--- config.mk ---
export PLATFORM = sky130hd
export DESIGN_NAME = multi_cycle_ctrl_flat
export DESIGN_NICKNAME = d
export VERILOG_FILES = /design/src/rtl/mips_ctrl_pkg.sv /design/src/rtl/multi_cycle_ctrl_if.sv /design/src/rtl/ctrl_decode.sv /design/src/rtl/multi_cycle_ctrl.sv /design/src/flat_wrapper.sv
export SDC_FILE = /design/constraint.sdc
export NUM_CORES = 1
export LEC_CHECK = 0
export CORE_MARGIN = 3
export CORE_UTILIZATION = 35
export CTS_BUF_LIST = sky130_fd_sc_hd__clkbuf_8
export DETAILED_ROUTE_END_ITERATION = 16
export SYNTH_ARGS = -nofsm -noshare
export SYNTH_HDL_FRONTEND = slang
export SYNTH_HIERARCHICAL = 1
export SYNTH_SLANG_ARGS = --single-unit
--- constraint.sdc ---
create_clock -name clk -period 5.39 [get_ports clk]
set_input_delay 1.617 -clock clk [delete_from_list [all_inputs] [get_ports clk]]
set_output_delay 1.617 -clock clk [all_outputs]
set_load 0.05 [all_outputs]
--- src/rtl/mips_ctrl_pkg.sv ---
// Shared definitions for the multi-cycle MIPS controller.
// Holds the opcode/funct constants, the FSM state encoding, the mux-select codes and the
// one-hot instruction flag bundle that ctrl_decode hands to the FSM.
package mips_ctrl_pkg;

  // Opcodes (IR[31:26])
  localparam logic [5:0] OpRtype = 6'b000000;
  localparam logic [5:0] OpOri   = 6'b001101;
  localparam logic [5:0] OpLw    = 6'b100011;
  localparam logic [5:0] OpSw    = 6'b101011;
  localparam logic [5:0] OpBeq   = 6'b000100;
  localparam logic [5:0] OpLui   = 6'b001111;
  localparam logic [5:0] OpJal   = 6'b000011;

  // Funct codes (IR[5:0]) for op == OpRtype
  localparam logic [5:0] FnAddu = 6'b100001;
  localparam logic [5:0] FnSubu = 6'b100011;
  localparam logic [5:0] FnSlt  = 6'b101010;
  localparam logic [5:0] FnJr   = 6'b001000;

  typedef enum logic [2:0] {
    StFetch  = 3'd0,
    StDecode = 3'd1,
    StExec   = 3'd2,
    StMem    = 3'd3,
    StWb     = 3'd4
  } state_e;

  // NPCsel
  localparam logic [1:0] NpcPc4    = 2'b00;
  localparam logic [1:0] NpcBranch = 2'b01;
  localparam logic [1:0] NpcJal    = 2'b10;
  localparam logic [1:0] NpcJr     = 2'b11;

  // WRsel
  localparam logic [1:0] WrRt = 2'b00;
  localparam logic [1:0] WrRd = 2'b01;
  localparam logic [1:0] WrRa = 2'b10;

  // WDsel
  localparam logic [1:0] WdAlu = 2'b00;
  localparam logic [1:0] WdDm  = 2'b01;
  localparam logic [1:0] WdPc  = 2'b10;

  // ALUOp
  localparam logic [1:0] AluAdd = 2'b00;
  localparam logic [1:0] AluSub = 2'b01;
  localparam logic [1:0] AluOr  = 2'b10;

  // One-hot instruction flags; all zero means an undefined encoding (executed as a nop).
  typedef struct packed {
    logic addu;
    logic subu;
    logic slt;
    logic jr;
    logic ori;
    logic lw;
    logic sw;
    logic beq;
    logic lui;
    logic jal;
  } instr_t;

endpackage

--- src/rtl/multi_cycle_ctrl_if.sv ---
// Bundle between the instruction register / datapath and the multi-cycle controller.
// master: datapath side, supplies op/funct/zero and consumes strobes and selects.
// slave : controller side, consumes op/funct/zero and drives strobes, selects and status.
interface multi_cycle_ctrl_if #(
  parameter int unsigned CNT_W = 32
);
  logic [5:0]       op;
  logic [5:0]       funct;
  logic             zero;
  logic             PCWr;
  logic             IRWr;
  logic [1:0]       NPCsel;
  logic [1:0]       WRsel;
  logic [1:0]       WDsel;
  logic             RFWr;
  logic             EXTOp;
  logic             Bsel;
  logic [1:0]       ALUOp;
  logic             LUIsel;
  logic             Slt;
  logic             DMWr;
  logic [2:0]       state;
  logic             done;
  logic [CNT_W-1:0] retired;

  modport master (
    output op, funct, zero,
    input  PCWr, IRWr, NPCsel, WRsel, WDsel, RFWr, EXTOp, Bsel, ALUOp, LUIsel, Slt, DMWr,
    input  state, done, retired
  );

  modport slave (
    input  op, funct, zero,
    output PCWr, IRWr, NPCsel, WRsel, WDsel, RFWr, EXTOp, Bsel, ALUOp, LUIsel, Slt, DMWr,
    output state, done, retired
  );
endinterface

--- src/rtl/ctrl_decode.sv ---
// Purely combinational instruction decoder.
// Inputs : op_i/funct_i from the latched IR.
// Outputs: one-hot instruction flags and the state-independent datapath selects
//          (NPCsel before the FETCH override, WRsel, WDsel, ALUOp, EXTOp, Bsel, LUIsel, Slt).
module ctrl_decode
  import mips_ctrl_pkg::*;
(
  input  logic [5:0] op_i,
  input  logic [5:0] funct_i,
  output instr_t     instr_o,
  output logic [1:0] npcsel_o,
  output logic [1:0] wrsel_o,
  output logic [1:0] wdsel_o,
  output logic [1:0] aluop_o,
  output logic       extop_o,
  output logic       bsel_o,
  output logic       luisel_o,
  output logic       slt_o
);

  logic   rtype;
  instr_t instr;

  assign rtype      = (op_i == OpRtype);
  assign instr.addu = rtype && (funct_i == FnAddu);
  assign instr.subu = rtype && (funct_i == FnSubu);
  assign instr.slt  = rtype && (funct_i == FnSlt);
  assign instr.jr   = rtype && (funct_i == FnJr);
  assign instr.ori  = (op_i == OpOri);
  assign instr.lw   = (op_i == OpLw);
  assign instr.sw   = (op_i == OpSw);
  assign instr.beq  = (op_i == OpBeq);
  assign instr.lui  = (op_i == OpLui);
  assign instr.jal  = (op_i == OpJal);

  assign instr_o = instr;

  always_comb begin
    npcsel_o = NpcPc4;
    wrsel_o  = WrRt;
    wdsel_o  = WdAlu;
    aluop_o  = AluAdd;
    extop_o  = 1'b0;
    bsel_o   = 1'b0;
    luisel_o = 1'b0;
    slt_o    = 1'b0;

    if (instr.addu || instr.subu || instr.slt) wrsel_o = WrRd;
    if (instr.subu || instr.beq)               aluop_o = AluSub;
    if (instr.slt)                             slt_o   = 1'b1;
    if (instr.ori) begin
      aluop_o = AluOr;
      bsel_o  = 1'b1;
    end
    if (instr.lui) begin
      luisel_o = 1'b1;
      bsel_o   = 1'b1;
    end
    // Loads and stores compute a sign-extended base+offset address.
    if (instr.lw || instr.sw) begin
      bsel_o  = 1'b1;
      extop_o = 1'b1;
    end
    if (instr.lw)  wdsel_o  = WdDm;
    if (instr.beq) npcsel_o = NpcBranch;
    if (instr.jal) begin
      npcsel_o = NpcJal;
      wrsel_o  = WrRa;
      wdsel_o  = WdPc;
    end
    if (instr.jr)  npcsel_o = NpcJr;
  end

endmodule

--- src/rtl/multi_cycle_ctrl.sv ---
// Multi-cycle MIPS controller: FETCH/DECODE/EXEC/MEM/WB sequencer, write-strobe decode and
// retired-instruction counter.
// Ports: clk, reset (synchronous, active high), bus (slave modport) carrying op/funct/zero in
//        and PCWr/IRWr/RFWr/DMWr strobes, mux selects, state, done and retired out.
module multi_cycle_ctrl
  import mips_ctrl_pkg::*;
#(
  parameter int unsigned CNT_W = 32
) (
  input  logic                clk,
  input  logic                reset,
  multi_cycle_ctrl_if.slave   bus
);

  state_e           state_q, state_d;
  logic [CNT_W-1:0] retired_q;
  instr_t           instr;
  logic [1:0]       npcsel_dec;
  logic             pcwr, irwr, rfwr, dmwr, done;

  ctrl_decode u_decode (
    .op_i     (bus.op),
    .funct_i  (bus.funct),
    .instr_o  (instr),
    .npcsel_o (npcsel_dec),
    .wrsel_o  (bus.WRsel),
    .wdsel_o  (bus.WDsel),
    .aluop_o  (bus.ALUOp),
    .extop_o  (bus.EXTOp),
    .bsel_o   (bus.Bsel),
    .luisel_o (bus.LUIsel),
    .slt_o    (bus.Slt)
  );

  always_ff @(posedge clk) begin
    if (reset) begin
      state_q   <= StFetch;
      retired_q <= '0;
    end else begin
      state_q <= state_d;
      if (done) retired_q <= retired_q + CNT_W'(1);
    end
  end

  always_comb begin
    state_d = StFetch;
    pcwr    = 1'b0;
    irwr    = 1'b0;
    rfwr    = 1'b0;
    dmwr    = 1'b0;
    done    = 1'b0;

    case (state_q)
      StFetch: begin
        irwr    = 1'b1;
        pcwr    = 1'b1;
        state_d = StDecode;
      end
      StDecode: begin
        if (instr.jal) begin
          pcwr = 1'b1;
          rfwr = 1'b1;
          done = 1'b1;
        end else if (instr.jr) begin
          pcwr = 1'b1;
          done = 1'b1;
        end else if (instr == '0) begin
          done = 1'b1;  // undefined encoding retires as a nop
        end else begin
          state_d = StExec;
        end
      end
      StExec: begin
        if (instr.beq) begin
          pcwr = bus.zero;
          done = 1'b1;
        end else if (instr.lw || instr.sw) begin
          state_d = StMem;
        end else begin
          state_d = StWb;
        end
      end
      StMem: begin
        if (instr.sw) begin
          dmwr = 1'b1;
          done = 1'b1;
        end else if (instr.lw) begin
          state_d = StWb;
        end
      end
      StWb: begin
        rfwr = 1'b1;
        done = 1'b1;
      end
      default: ;  // illegal codes: all strobes low, back to FETCH
    endcase

    // Reset aborts the current instruction without any side effect this cycle.
    if (reset) begin
      pcwr = 1'b0;
      irwr = 1'b0;
      rfwr = 1'b0;
      dmwr = 1'b0;
      done = 1'b0;
    end
  end

  assign bus.PCWr    = pcwr;
  assign bus.IRWr    = irwr;
  assign bus.RFWr    = rfwr;
  assign bus.DMWr    = dmwr;
  assign bus.done    = done;
  assign bus.NPCsel  = (state_q == StFetch) ? NpcPc4 : npcsel_dec;
  assign bus.state   = state_q;
  assign bus.retired = retired_q;

endmodule
--- src/flat_wrapper.sv ---
// flat-port wrapper written by rule: the top's interface ports become plain ports
module multi_cycle_ctrl_flat import mips_ctrl_pkg::*;
#(
  parameter int unsigned CNT_W = 32
)
  (clk, reset, bus_op, bus_funct, bus_zero, bus_PCWr, bus_IRWr, bus_NPCsel, bus_WRsel, bus_WDsel, bus_RFWr, bus_EXTOp, bus_Bsel, bus_ALUOp, bus_LUIsel, bus_Slt, bus_DMWr, bus_state, bus_done, bus_retired);
  multi_cycle_ctrl_if #(.CNT_W(CNT_W)) bus_i ();
  input  logic clk;
  input  logic reset;
  input wire logic [$bits(bus_i.op)-1:0] bus_op;
  input wire logic [$bits(bus_i.funct)-1:0] bus_funct;
  input wire logic [$bits(bus_i.zero)-1:0] bus_zero;
  output wire logic [$bits(bus_i.PCWr)-1:0] bus_PCWr;
  output wire logic [$bits(bus_i.IRWr)-1:0] bus_IRWr;
  output wire logic [$bits(bus_i.NPCsel)-1:0] bus_NPCsel;
  output wire logic [$bits(bus_i.WRsel)-1:0] bus_WRsel;
  output wire logic [$bits(bus_i.WDsel)-1:0] bus_WDsel;
  output wire logic [$bits(bus_i.RFWr)-1:0] bus_RFWr;
  output wire logic [$bits(bus_i.EXTOp)-1:0] bus_EXTOp;
  output wire logic [$bits(bus_i.Bsel)-1:0] bus_Bsel;
  output wire logic [$bits(bus_i.ALUOp)-1:0] bus_ALUOp;
  output wire logic [$bits(bus_i.LUIsel)-1:0] bus_LUIsel;
  output wire logic [$bits(bus_i.Slt)-1:0] bus_Slt;
  output wire logic [$bits(bus_i.DMWr)-1:0] bus_DMWr;
  output wire logic [$bits(bus_i.state)-1:0] bus_state;
  output wire logic [$bits(bus_i.done)-1:0] bus_done;
  output wire logic [$bits(bus_i.retired)-1:0] bus_retired;
  assign bus_i.op = bus_op;
  assign bus_i.funct = bus_funct;
  assign bus_i.zero = bus_zero;
  assign bus_PCWr = bus_i.PCWr;
  assign bus_IRWr = bus_i.IRWr;
  assign bus_NPCsel = bus_i.NPCsel;
  assign bus_WRsel = bus_i.WRsel;
  assign bus_WDsel = bus_i.WDsel;
  assign bus_RFWr = bus_i.RFWr;
  assign bus_EXTOp = bus_i.EXTOp;
  assign bus_Bsel = bus_i.Bsel;
  assign bus_ALUOp = bus_i.ALUOp;
  assign bus_LUIsel = bus_i.LUIsel;
  assign bus_Slt = bus_i.Slt;
  assign bus_DMWr = bus_i.DMWr;
  assign bus_state = bus_i.state;
  assign bus_done = bus_i.done;
  assign bus_retired = bus_i.retired;
  multi_cycle_ctrl #(.CNT_W(CNT_W)) u_core (.clk(clk), .reset(reset), .bus(bus_i));
endmodule
== After elaboration in Yosys (flattened, before gate mapping) ==
Index checks and enable logic that the tools add are counted.

* Output and inout bits: 52
* Word-level logic and storage cells: 71
* Register bits: 35

* Equal/unequal tests: 14
* Muxes and demuxes: 43
* Reductions and logical operators: 11
* Add/subtract/negate cells: 1

{| class="wikitable"
|+ Operator list
! kind !! number
|-
| adder 32 x 1 -> 32 bit, second input constant || 1
|-
| == test 6 bit, second input constant || 5
|-
| 2-to-1 mux 1 bit || 26
|-
| == test 6 x 4 -> 1 bit, second input constant || 3
|-
| 2-to-1 mux 3 bit || 6
|-
| 2-to-1 mux 2 bit || 7
|-
| case mux 3 bit (4 select lines) || 1
|-
| zero test 10 bit || 1
|-
| == test 3 x 2 -> 1 bit, second input constant || 2
|-
| == test 6 x 2 -> 1 bit, second input constant || 1
|-
| == test 6 x 3 -> 1 bit, second input constant || 1
|-
| zero test 6 bit || 1
|-
| logical AND 1 bit || 4
|-
| logical OR 1 bit || 4
|-
| case mux 1 bit (4 select lines) || 1
|-
| == test 3 x 1 -> 1 bit, second input constant || 1
|-
| == test 3 bit, second input constant || 1
|-
| zero test 3 bit || 1
|-
| case mux 1 bit (3 select lines) || 1
|-
| case mux 1 bit (2 select lines) || 1
|}

== Logic depth before layout (Yosys ltp) ==
* Depth in word-level cells: 8
* Mapped depth: 12
* Mapped depth without buffers: 9

== Cells and area by module ==
Netlist, hierarchy kept.

{| class="wikitable"
|+ By module, submodules not included
! module !! cells an instance !! seq. area each (sq um) !! times used !! area each (sq um)
|-
| multi_cycle_ctrl || 239 || 700.7 || 1 || 1871.8
|-
| ctrl_decode || 42 || 0.0 || 1 || 274.0
|}

== Worst setup path before layout ==
Ideal clock, no wire load.

* Kind: in2out
* Start: input port bus_op[4]
* End: output port bus_done
* Slack: -0.845 ns
* Arrival: 4.618 ns
* Stages: 8
* Cell sequence: buf_6 -> nor4_1 -> buf_4 -> nor4_1 -> a311oi_1 -> o22a_1 -> buf_2 -> inv_1

{| class="wikitable"
|+ RTL lines
! element !! line !! text
|-
| start, declared || flat_wrapper.sv:10 || <nowiki>input wire logic [$bits(bus_i.op)-1:0] bus_op;</nowiki>
|-
| end, declared || flat_wrapper.sv:26 || <nowiki>output wire logic [$bits(bus_i.done)-1:0] bus_done;</nowiki>
|}

== Worst setup path in the final report ==
* Start: input port bus_op[5]
* End: output port bus_RFWr

* Word-level cells in the longest chain between the ends: 4

{| class="wikitable"
|+ RTL lines
! element !! line !! text
|-
| == test 6 x 2 -> 1 bit || ctrl_decode.sv:34 || <nowiki>assign instr.jal = (op_i == OpJal);</nowiki>
|-
| 2-to-1 mux 1 bit || multi_cycle_ctrl.sv:60 || <nowiki>if (instr.jal) begin</nowiki>
|-
| case mux 1 bit (2 select lines) || multi_cycle_ctrl.sv:53 || <nowiki>case (state_q)</nowiki>
|-
| 2-to-1 mux 1 bit || multi_cycle_ctrl.sv:99 || <nowiki>if (reset) begin</nowiki>
|-
| end, declared || flat_wrapper.sv:18 || <nowiki>output wire logic [$bits(bus_i.RFWr)-1:0] bus_RFWr;</nowiki>
|}

Every way passes these cells.

==> results_dict.tcl <==
set metrics [dict create \
    status "finished clean" \
    gr-usage-all-layers_pct 18.02 \
    grt_overflow 0 \
    p_switching_uw 154.6 \
    die_y_um 84.30 \
    final_max_slew_viol_count 0 \
    yosysTopAreaCell "dfxtp_1" \
    synthCells 281 \
    rsz0062_at_grt "no" \
    maxCapViolations 0 \
    grt_pass1_vias 2157 \
    pwr-share-clk_pct 34.8 \
    cp-startpoint "bus_op[5]" \
    num_rows 27 \
    dieWidth_um 84.30 \
    areaGrowthSynthToFinish_pct 46.94 \
    power.density_nw_per_um2 170.5 \
    clock.fmax_ghz 0.1898 \
    drtIter0Drc 124 \
    period_share_pct 97.76 \
    finalWirelength_um 6536 \
    min_from "u_core/bus.retired[31]$_SDFFE_PP0P_" \
    cts.sinks 35 \
    first_pass_iters 5 \
    seq_area_frac_synth_pct 32.65 \
    required_ps 3770 \
    grt_max_degree 60 \
    clock_latency_ps 280 \
    finalCriticalPeriod_ps 5269 \
    hold_viol 0 \
    hpwl_um 4683 \
    vias_per_cell 5.788 \
    synth_seq_cells 35 \
    maxSlewHeadroom_pct 29.49 \
    vdd_drop_max_v 0.00009304 \
    timing.rr.start "u_core/bus.retired[4]$_SDFFE_PP0P_" \
    drive_above_1_share_pct 14.99 \
    pin_count 67 \
    cp_max_fo 4 \
    cts-root-buf "clkbuf_8" \
    coreArea_um2 5709 \
    async_reset_ff_share_pct 0 \
    synth_fp_nets 297 \
    holdCritPathClass "register to register" \
    gp_congestion 0.8350 \
    total_leakage_power_nw 1.027 \
    mappedNetlistArea_um2 2146 \
    numPortBuffers 66 \
    diodes 0 \
    die_area_um2 7106 \
    worstPathArrival_ps 3650 \
    worstSetupPathType "input pin to output port" \
    synth_top_area_share_pct 32.65 \
    max_slew.worst_pin.slew_ps 1054 \
    setup_ws_ps 120.9 \
    num_vias 2425 \
    synth.yosys.warnings 6 \
    multiInputGateArea_um2 1351 \
    end_kind "output port" \
    ant_nets 0 \
    p_comb_share_pct 15.8 \
    synth_area_per_cell_um2 7.636 \
    start_util_pct 37.58 \
    pre_cts_ws_ps 61.21 \
    final_net_count 362 \
    fin_setup_tns_ps 0 \
    post_drt_wl_per_cell_um 15.60 \
    final-setup-viol-count 0 \
    yosysUniqueCellTypes 42 \
    cp-start-kind "input pin" \
    ctsHtreeMaxLevel 2 \
    nFillCells 540 \
    p_seq_share_pct 49.4 \
    grt_pass1_wl_um 10740 \
    antenna_found_initial 0 \
    synth_area_leaders "dfxtp_1 33%, a21oi_1 6.3%, nand4_1 5.5%, nand2_1 4.0%, o31ai_1 3.8%" \
    cts_tree "built" \
    mostFrequentLayoutCells "46 x clkdlybuf4s50_1, 35 x dfxtp_1, 27 x a21oi_1" \
    swShare_pct 28.75 \
    final_util_pct 55.23 \
    skew_ps 8.597 \
    ff_latch_area_um2 700.7 \
    cts_made_buffers 5 \
    path_clk_slew_ps 70 \
    synth_edf_count 0 \
    cts_buffer_depth 2 \
    synth_ff_type "dfxtp_1" \
    mostFrequentLayoutCell "clkdlybuf4s50_1" \
    hold_buffers 0 \
    p_int_uw 383.2 \
    drc_errors 0 \
]
-- state kept, by name, summed over array words and instances (netlist names) --
signal	flops
u_core/bus.retired	32
u_core/bus.state	3
-- power by group through the flow --
| stage | logic, mW | clock network (mW) | registers (mW) |
|---|---|---|---|
| after floorplan | 0.0399 | 0 | 0.278 |
| after global placement | 0.0823 | 0 | 0.271 |
| after detailed placement | 0.0826 | 0 | 0.272 |
| after CTS | 0.0827 | 0.196 | 0.265 |
| after global routing | 0.0900 | 0.204 | 0.266 |
| final | 0.0849 | 0.187 | 0.266 |
-- cell families after synthesis --
family                   count (synthesis)  share of synthesized area [%]
adder cells (fa/ha/maj)                  1                         0.5830
buffers and inverters                   31                          7.289
flip-flops                              35                          32.65
AND/OR/NAND/NOR                        141                          38.37
multiplexers                             3                          1.399
AO/OA/AOI/OAI                           70                          19.71
-- layout make-up --
cell class | count | share of cell area (%)
multi-input combinational | 215 | 42.86
timing repair buffer | 80 | 28.29
sequential | 35 | 22.22
tap | 72 | 2.857
clock buffer | 5 | 2.183
inverter | 9 | 1.071
clock inverter | 3 | 0.5159
-- critical path: stages --
cell             delay (ps)
clkdlybuf4s50_1         480
buf_4                   200
nor3_1                  250
nand2b_1                110
nor2_1                  260
nand3b_1                120
a211oi_1                430
buf_12                  200
-- stage by stage --
step / hold WS [ps] / std cells / area (µm²) / total power [mW]
5_1_grt: 502.0 / 419 / 3153 / 0.5604
2_1_floorplan: 682.8 / 281 / 2195 / 0.3174
6_report: 472.2 / 419 / 3153 / 0.5377
4_1_cts: 477.5 / 419 / 3120 / 0.5443
3_3_place_gp: 451.3 / 411 / 3035 / 0.3538
3_5_place_dp: 468.4 / 411 / 3035 / 0.3542
-- cells in the mapped netlist (all sizes together), types with 2 or more instances --
library cell,n
a21oi,27
and2,4
and3,3
and4,2
buf,11
clkbuf,11
dfxtp,35
inv,9
mux2i,3
nand2,23
nand2b,4
nand3,16
nand3b,2
nand4,19
nand4b,3
nor2,17
nor2b,2
nor3,9
nor4,11
o21ai,18
o22a,2
o311ai,3
o31ai,11
o41ai,4
or3,13
or4,10
-- final timing paths --
kind                                                            end  slack (ps)  cells past startpoint
worst max-delay path                                       bus_RFWr         120                      8
worst min-delay path            u_core/bus.retired[31]$_SDFFE_PP0P_         470                      1
worst max register to register  u_core/bus.retired[31]$_SDFFE_PP0P_        2810                      5
worst min register to register  u_core/bus.retired[31]$_SDFFE_PP0P_         470                      1
-- routing by layer --
layer	vias up	global-route usage, %	part of all wire [%]
met5	-	0	0
met4	0	4.386	0.54
met3	2	3.631	5.7
met2	82	27.33	46
met1	1142	26.10	48
li1	1199	-	-
-- what timing repair did --
item / CTS / global route
setup endpoints to repair: 0 / 2
setup buffers: 0 / 0
gates resized for setup: 0 / 10
(Power assumes the default switching activity.)
